[src/rtl/melody_player.sv]
// Plays a fixed 16-entry song as a square wave: each entry sounds for NOTE_TICKS
// cycles, then stays silent for GAP_TICKS cycles. Optionally loops, can be aborted by stop.
module melody_player #(
    parameter logic [27:0] NOTE_TICKS = 28'd25000000,
    parameter logic [27:0] GAP_TICKS  = 28'd2500000,
    parameter int          DIV_SHIFT  = 0
) (
    input  logic       clock_in,
    input  logic       reset_n,
    input  logic       start,
    input  logic       stop,
    input  logic       loop,
    output logic       buzzer,
    output logic       busy,
    output logic [3:0] note_idx,
    output logic       done,
    output logic [1:0] state_dbg
);

    typedef enum logic [1:0] {
        IDLE = 2'd0,
        TONE = 2'd1,
        GAP  = 2'd2
    } state_t;

    state_t      state;
    logic [27:0] dur_cnt;
    logic [17:0] tone_cnt;
    logic [3:0]  code;
    logic [17:0] base_div;
    logic [17:0] divisor;
    logic [17:0] half_div;
    logic        note_end;
    logic        gap_end;
    logic        tone_wrap;

    assign state_dbg = state;

    always_comb begin
        code = 4'd0;
        case (note_idx)
            4'd0:  code = 4'd1;
            4'd1:  code = 4'd2;
            4'd2:  code = 4'd3;
            4'd3:  code = 4'd4;
            4'd4:  code = 4'd5;
            4'd5:  code = 4'd6;
            4'd6:  code = 4'd7;
            4'd7:  code = 4'd8;
            4'd8:  code = 4'd0;
            4'd9:  code = 4'd8;
            4'd10: code = 4'd7;
            4'd11: code = 4'd6;
            4'd12: code = 4'd5;
            4'd13: code = 4'd4;
            4'd14: code = 4'd3;
            4'd15: code = 4'd2;
            default: code = 4'd0;
        endcase
    end

    // Divisor is the number of clocks per full period of the note.
    always_comb begin
        base_div = 18'd0;
        case (code)
            4'd1: base_div = 18'd191205;
            4'd2: base_div = 18'd170357;
            4'd3: base_div = 18'd151769;
            4'd4: base_div = 18'd143266;
            4'd5: base_div = 18'd127551;
            4'd6: base_div = 18'd113636;
            4'd7: base_div = 18'd101239;
            4'd8: base_div = 18'd95602;
            default: base_div = 18'd0;
        endcase
    end

    assign divisor   = base_div >> DIV_SHIFT;
    assign half_div  = divisor >> 1;
    assign note_end  = (dur_cnt == NOTE_TICKS - 28'd1);
    assign gap_end   = (dur_cnt == GAP_TICKS - 28'd1);
    assign tone_wrap = (tone_cnt == divisor - 18'd1);

    always_ff @(posedge clock_in or negedge reset_n) begin
        if (!reset_n) begin
            state    <= IDLE;
            buzzer   <= 1'b0;
            busy     <= 1'b0;
            note_idx <= 4'd0;
            done     <= 1'b0;
            dur_cnt  <= 28'd0;
            tone_cnt <= 18'd0;
        end else begin
            done <= 1'b0;
            if (stop) begin
                state    <= IDLE;
                buzzer   <= 1'b0;
                busy     <= 1'b0;
                note_idx <= 4'd0;
                dur_cnt  <= 28'd0;
                tone_cnt <= 18'd0;
            end else begin
                case (state)
                    IDLE: begin
                        if (start) begin
                            state    <= TONE;
                            busy     <= 1'b1;
                            note_idx <= 4'd0;
                            dur_cnt  <= 28'd0;
                            tone_cnt <= 18'd0;
                        end
                    end
                    TONE: begin
                        if (note_end) begin
                            state    <= GAP;
                            buzzer   <= 1'b0;
                            dur_cnt  <= 28'd0;
                            tone_cnt <= 18'd0;
                        end else begin
                            dur_cnt  <= dur_cnt + 28'd1;
                            tone_cnt <= tone_wrap ? 18'd0 : tone_cnt + 18'd1;
                            // Rest entries keep the speaker quiet for the whole entry.
                            buzzer   <= (code != 4'd0) && (tone_cnt < half_div);
                        end
                    end
                    GAP: begin
                        if (gap_end) begin
                            dur_cnt <= 28'd0;
                            if (note_idx != 4'd15) begin
                                state    <= TONE;
                                note_idx <= note_idx + 4'd1;
                            end else if (loop) begin
                                state    <= TONE;
                                note_idx <= 4'd0;
                            end else begin
                                state    <= IDLE;
                                busy     <= 1'b0;
                                done     <= 1'b1;
                                note_idx <= 4'd0;
                            end
                        end else begin
                            dur_cnt <= dur_cnt + 28'd1;
                        end
                    end
                    default: begin
                        state <= IDLE;
                        busy  <= 1'b0;
                    end
                endcase
            end
        end
    end

endmodule

[config.mk]
export PLATFORM = sky130hd
export DESIGN_NAME = melody_player
export DESIGN_NICKNAME = d
export VERILOG_FILES = /design/src/rtl/melody_player.sv
export SDC_FILE = /design/constraint.sdc
export NUM_CORES = 1
export LEC_CHECK = 0
export ABC_AREA = 1
export CAP_MARGIN = 30
export CORE_ASPECT_RATIO = 0.9
export CORE_MARGIN = 2
export CORE_UTILIZATION = 60
export DETAILED_ROUTE_END_ITERATION = 12
export GPL_ROUTABILITY_DRIVEN = 0
export PLACE_DENSITY = 0.84
export SYNTH_ARGS = -nofsm -noshare
export SYNTH_HDL_FRONTEND = slang
export SYNTH_SLANG_ARGS = --single-unit
[constraint.sdc]
create_clock -name clock_in -period 3.75 [get_ports clock_in]
set_clock_uncertainty 0.05 [all_clocks]
set_input_delay 0.375 -clock clock_in [delete_from_list [all_inputs] [get_ports clock_in]]
set_output_delay 0.375 -clock clock_in [all_outputs]
set_load 0.01 [all_outputs]
Word-level counts from Yosys, hierarchy flattened
Memories as Yosys holds them, arrays and structs flattened.
Cells that the tools add are included.
- register bits after elaboration: 55
- latch bits: 0
- memory bits (writable): 0
- ROM bits: 352
- input bits: 5
- output and inout bits: 9
- word-level logic and storage cells: 74
- memories: 2
- $add $sub $neg: 4
- $mul: 0
- divide/modulo/power cells: 0
- magnitude comparators: 1
- equality and inequality tests: 12
- shift operators: 0
- mux-type cells: 36
- bitwise logic cells: 0
- reductions and logical operators: 12
- memory list (memory ; words ; bits a word ; rd ports ; clocked after Yosys merged registers in ; write ports ; RTL line ; text):
    (name not given) ; 16 ; 18 ; 1 ; 0 ; 0 ; 65 ; case (code)
    (name not given) ; 16 ; 4 ; 1 ; 0 ; 0 ; 41 ; case (note_idx)
- operators with widths (cell ; number):
    $mux 28 ; 4
    $pmux 28 s3 ; 1
    $mux 18 ; 4
    $pmux 18 s2 ; 1
    $add 28x1->28 const B ; 1
    $eq 28x22->1 const B ; 1
    $eq 28x25->1 const B ; 1
    $add 18x1->18 const B ; 1
    $eq 18x18->1 ; 1
    $lt 18x17->1 ; 1
    $sub 18x1->18 const B ; 1
    $mux 4 ; 4
    $mux 1 ; 15
    $ne 3x3->1 const B ; 5
    $mux 2 ; 4
    $pmux 4 s2 ; 1
    $reduce_bool 4->1 ; 2
    $pmux 2 s3 ; 1
    $reduce_and 3->1 ; 2
    $reduce_bool 3->1 ; 2
    $reduce_and 5->1 ; 1
    $add 4x1->4 const B ; 1
    $ne 4x4->1 const B ; 1
    $reduce_and 2->1 ; 2
    7 further kinds ; 7

Logic depth before layout (Yosys ltp)
An unclocked memory read counts as a cell.
- depth after elaboration: 8
- mapped depth: 23

Least setup slack after synthesis
Ideal clock, no wire load.
- path kind: flip-flop to flip-flop
- start point: reg note_idx[0]
- end point: reg tone_cnt[16]
- library setup time: 0.118 ns
- arrival: 3.054 ns
- path slack: 0.528 ns
- stages on the path, launching flop included: 20
- clock period less this slack: 3.222 ns
- cells stage by stage: dfrtp_1 inv_1 ha_1 o21ai_4 inv_2 ha_1 nand3_1 nand3_2 ha_1 xnor2_1 xor2_1 inv_1 nand2_1 a21oi_1 nand4_1 nor2_1 nand2_2 buf_6 nand3_1 nand2_1
- cells in the longest elaborated chain, start to end: 8
- RTL lines (what ; RTL line ; text):
    start, declared ; 15 ; output logic [3:0] note_idx,
    start signal, assigned ; 131 ; note_idx <= note_idx + 4'd1;
    $mem_v2 16x4 ; n/a ;
    $mem_v2 16x18 ; n/a ;
    $sub 18x1->18 ; 82 ; assign tone_wrap = (tone_cnt == divisor - 18'd1);
    $eq 18x18->1 ; 82 ;
    $mux 18 ; 121 ; tone_cnt <= tone_wrap ? 18'd0 : tone_cnt + 18'd1;
    $mux 18 ; 114 ; if (note_end) begin
    $pmux 18 s2 ; 103 ; case (state)
    $mux 18 ; 95 ; if (stop) begin
    end signal, assigned ; 121 ;
    end, declared ; 28 ; logic [17:0] tone_cnt;
No other way between the ends.
A chain may end at the register's enable or synchronous reset.

Final worst setup path
- start point: reg note_idx[0]
- end point: reg tone_cnt[10]
The elaborated chain is that of the path after synthesis.

==> results.cfg <==
[timing]
setup_tns_ns = 0
hold_viol = 0
worst_pin_slew_ns = 0.595
hold_ws_ns = 0.422
relSlewSlack_pct = 60.0
clock.fmax_ghz = 0.284
fin_ws_ns = 0.230
min_period_over_period_pct = 93.9
setup_violations = 0
period_minus_slack_ns = 3.52
drv_slew = 0

[hold_path]
hold_class = reg2reg
whs_path_depth = 1

[synthesis]
ys_seq_elements = 55
synth_top_flop_cell = dfrtp_1
synthTopCellsByArea = dfrtp_1 (29%), nand2_1 (14%), ha_1 (8.8%), inv_1 (7.6%), nand3_1 (6.4%)
syn_avg_cell_area_um2 = 6.86
syn_nets = 725
syn-cell-area_um2 = 4710
yosysWarnings = 0
synth-edff-count = 0
ys_types = 40
ys_seq_area_share_pct = 29.2
yosysTopAreaCellShare_pct = 29.2
async_flop_share_pct = 100
synth_top_cell_by_area = dfrtp_1
netlist_instances = 687

[route]
highest_layer = met4
drc = 0
vias_per_cell = 5.77
num_vias = 4653
met3_length_um = 844
wl_met1_um = 5120
wl_per_cell_um = 14.3
drt_wl_total_um = 11500
drt-initial-drc-count = 459
ant_nets = 0
first_pass_iters = 6
wl_met2_um = 5340

[placement]
dp_slack_ns = 0.196
place_area_um2 = 4920
port_buffers = 13
dp_hpwl_um = 8760

[setup_path]
worstPathArrival_ns = 3.67
critical_path_buf_inv_count = 3
cp_slowest_cell = dfrtp_2
worstRegToRegCells = 18
max_stage_delay_ns = 0.44
cp-end-kind = register
worstReg2RegEnd = tone_cnt[10]$_DFFE_PN0P_
worstSetupStartpoint = note_idx[0]$_DFFE_PN0P_
cp.depth = 18
crit_family = simple AND/OR/NAND/NOR gates
crit_path_max_fanout = 9
cp-endpoint = tone_cnt[10]$_DFFE_PN0P_
r2r_setup_slack_ns = 0.23
worst_path_most_repeated_cell = ha_1
path_cells = inv_1 -> ha_1 -> o21ai_4 -> inv_2 -> ha_1 -> nand3_1 -> nand3_2 -> ha_1 -> xnor2_1 -> xor2_1 -> inv_1 -> nand2_1 -> a21oi_1 -> nand4_1 -> nor2_4 -> nand2_4 -> nand2_1 -> o21ai_0
critPathKind = reg2reg
r2r-start = note_idx[0]$_DFFE_PN0P_
start_kind = register
required_ns = 3.90

[floorplan]
core_um2 = 7580
die_h_um = 88.1
dieArea_um2 = 8580
start_util_pct = 62.1
die_width_um = 97.4
fp-row-count = 30
ioPinCount = 14

[layout]
synthToLayoutAreaGrowth_pct = 8.18
drive_gt1_share_pct = 8.31
nets = 747
layout_common_cells = nand2_1 (178), inv_1 (95), nor2_1 (66)
antenna_cells = 0
final_common_cell = nand2_1
stdcell_area_um2 = 5090

[clock_tree]
cts_tree = done
htreeDepth = 2
cts_buffers = 5
cts-root-buf = clkbuf_8
cts_sinks = 55
clk_latency_ns = 0.32
clkTransAtPathRegs_ns = 0.11
clock_path_buffers = 2

[global_routing]
antenna_found_initial = 0
grt_overflow = 0
grt_first_pass_wirelength_um = 19200
grt_usage_pct = 27.2
first_global_vias = 4248
grt_max_degree = 33

[pwr]
powerDensity_nw_per_um2 = 378
peakVddDrop_mv = 0.199
finalPower_w = 0.00192
p_leak_nw = 2.40

[outcome]
status = finished, final reports clean

[run]
cap_violations = 0
==> flip-flops by register name, indices dropped and copies added (netlist names) <==
signal	count
dur_cnt	28
tone_cnt	18
note_idx	4
state_dbg	2
busy	1
buzzer	1
done	1
==> per-stage QoR <==
step / instances / utilization (%)
2_1_floorplan: 687 / -
3_3_place_gp: 793 / 64.9
3_5_place_dp: 793 / 64.9
4_1_cts: 802 / 66.5
5_1_grt: 806 / 67.2
6_report: 806 / 67.2
==> logic make-up (layout without fill, tap and decap cells) <==
kind of cell	count (synthesis)	count (layout)	share of synthesized area (%)
buffers and inverters	107	129	9.32
flip-flops	55	55	29.2
AND/OR/NAND/NOR	391	392	38.7
AO/OA/AOI/OAI	79	79	9.72
XOR/XNOR	22	22	4.25
adder cells (fa/ha/maj)	33	33	8.77
==> worst min-delay path by stage <==
stage,from,end,slack (ns)
2_1_floorplan,reset_n,busy$_DFFE_PN0P_,0.03
3_3_place_gp,reset_n,dur_cnt[11]$_DFFE_PN0P_,0.32
3_5_place_dp,reset_n,dur_cnt[11]$_DFFE_PN0P_,0.34
4_1_cts,dur_cnt[27]$_DFFE_PN0P_,dur_cnt[27]$_DFFE_PN0P_,0.43
5_1_grt,dur_cnt[27]$_DFFE_PN0P_,dur_cnt[27]$_DFFE_PN0P_,0.46
6_report,dur_cnt[27]$_DFFE_PN0P_,dur_cnt[27]$_DFFE_PN0P_,0.42
==> what timing repair did <==
| action | in CTS | in global routing |
|---|---|---|
| endpoints found under the hold margin | 19 | 0 |
| gates resized for setup | 0 | 6 |
| endpoints found under the setup margin | 0 | 18 |
| buffers inserted | 0 | 3 |
| hold buffers | 1 | 0 |
==> area by class of cell <==
cell class | instances | area [µm²]
clock inverters | 2 | 38.8
clock buffers | 6 | 72.6
repair buffers | 21 | 188
multi-input cells | 526 | 2920
inverters | 100 | 378
well taps | 96 | 120
flip-flops and latches | 55 | 1380
fillers | 621 | 2490
==> cells in the mapped netlist (10+ instances only) <==
cell type / instances
a21oi_1: 30
dfrtp_1: 55
ha_1: 33
inv_1: 95
nand2_1: 178
nand2_2: 10
nand3_1: 60
nand3_2: 10
nand4_1: 14
nor2_1: 68
nor3_1: 21
nor4_1: 11
o21ai_0: 29
xor2_1: 17
==> power breakdown <==
group / leakage [nW] / internal, W / switching [W] / total (W)
registers: 0.762 / 0.000623 / 0.0000357 / 0.000659
logic: 1.58 / 0.000279 / 0.000588 / 0.000867
clock network: 0.0558 / 0.000202 / 0.000197 / 0.000399
total: 2.40 / 0.00110 / 0.000820 / 0.00192
==> worst register-to-register path, delay by kind of cell (launching register included) <==
kind | cells | cell delay, ns
AOI/OAI and AO/OA | 3 | 0.45
buffers and inverters | 3 | 0.26
adders and majority gates | 3 | 0.92
xor gates and xnor gates | 2 | 0.33
DFF | 1 | 0.44
and+or+nand+nor | 7 | 0.94
==> per-layer routing <==
metal | vias up | GRT usage [%]
met3 | 25 | 4.55
met1 | 2156 | 37.4
met5 | - | 0
met2 | 184 | 44.9
met4 | 0 | 7.83
li1 | 2288 | -
Power figures use the tool's default switching activity.
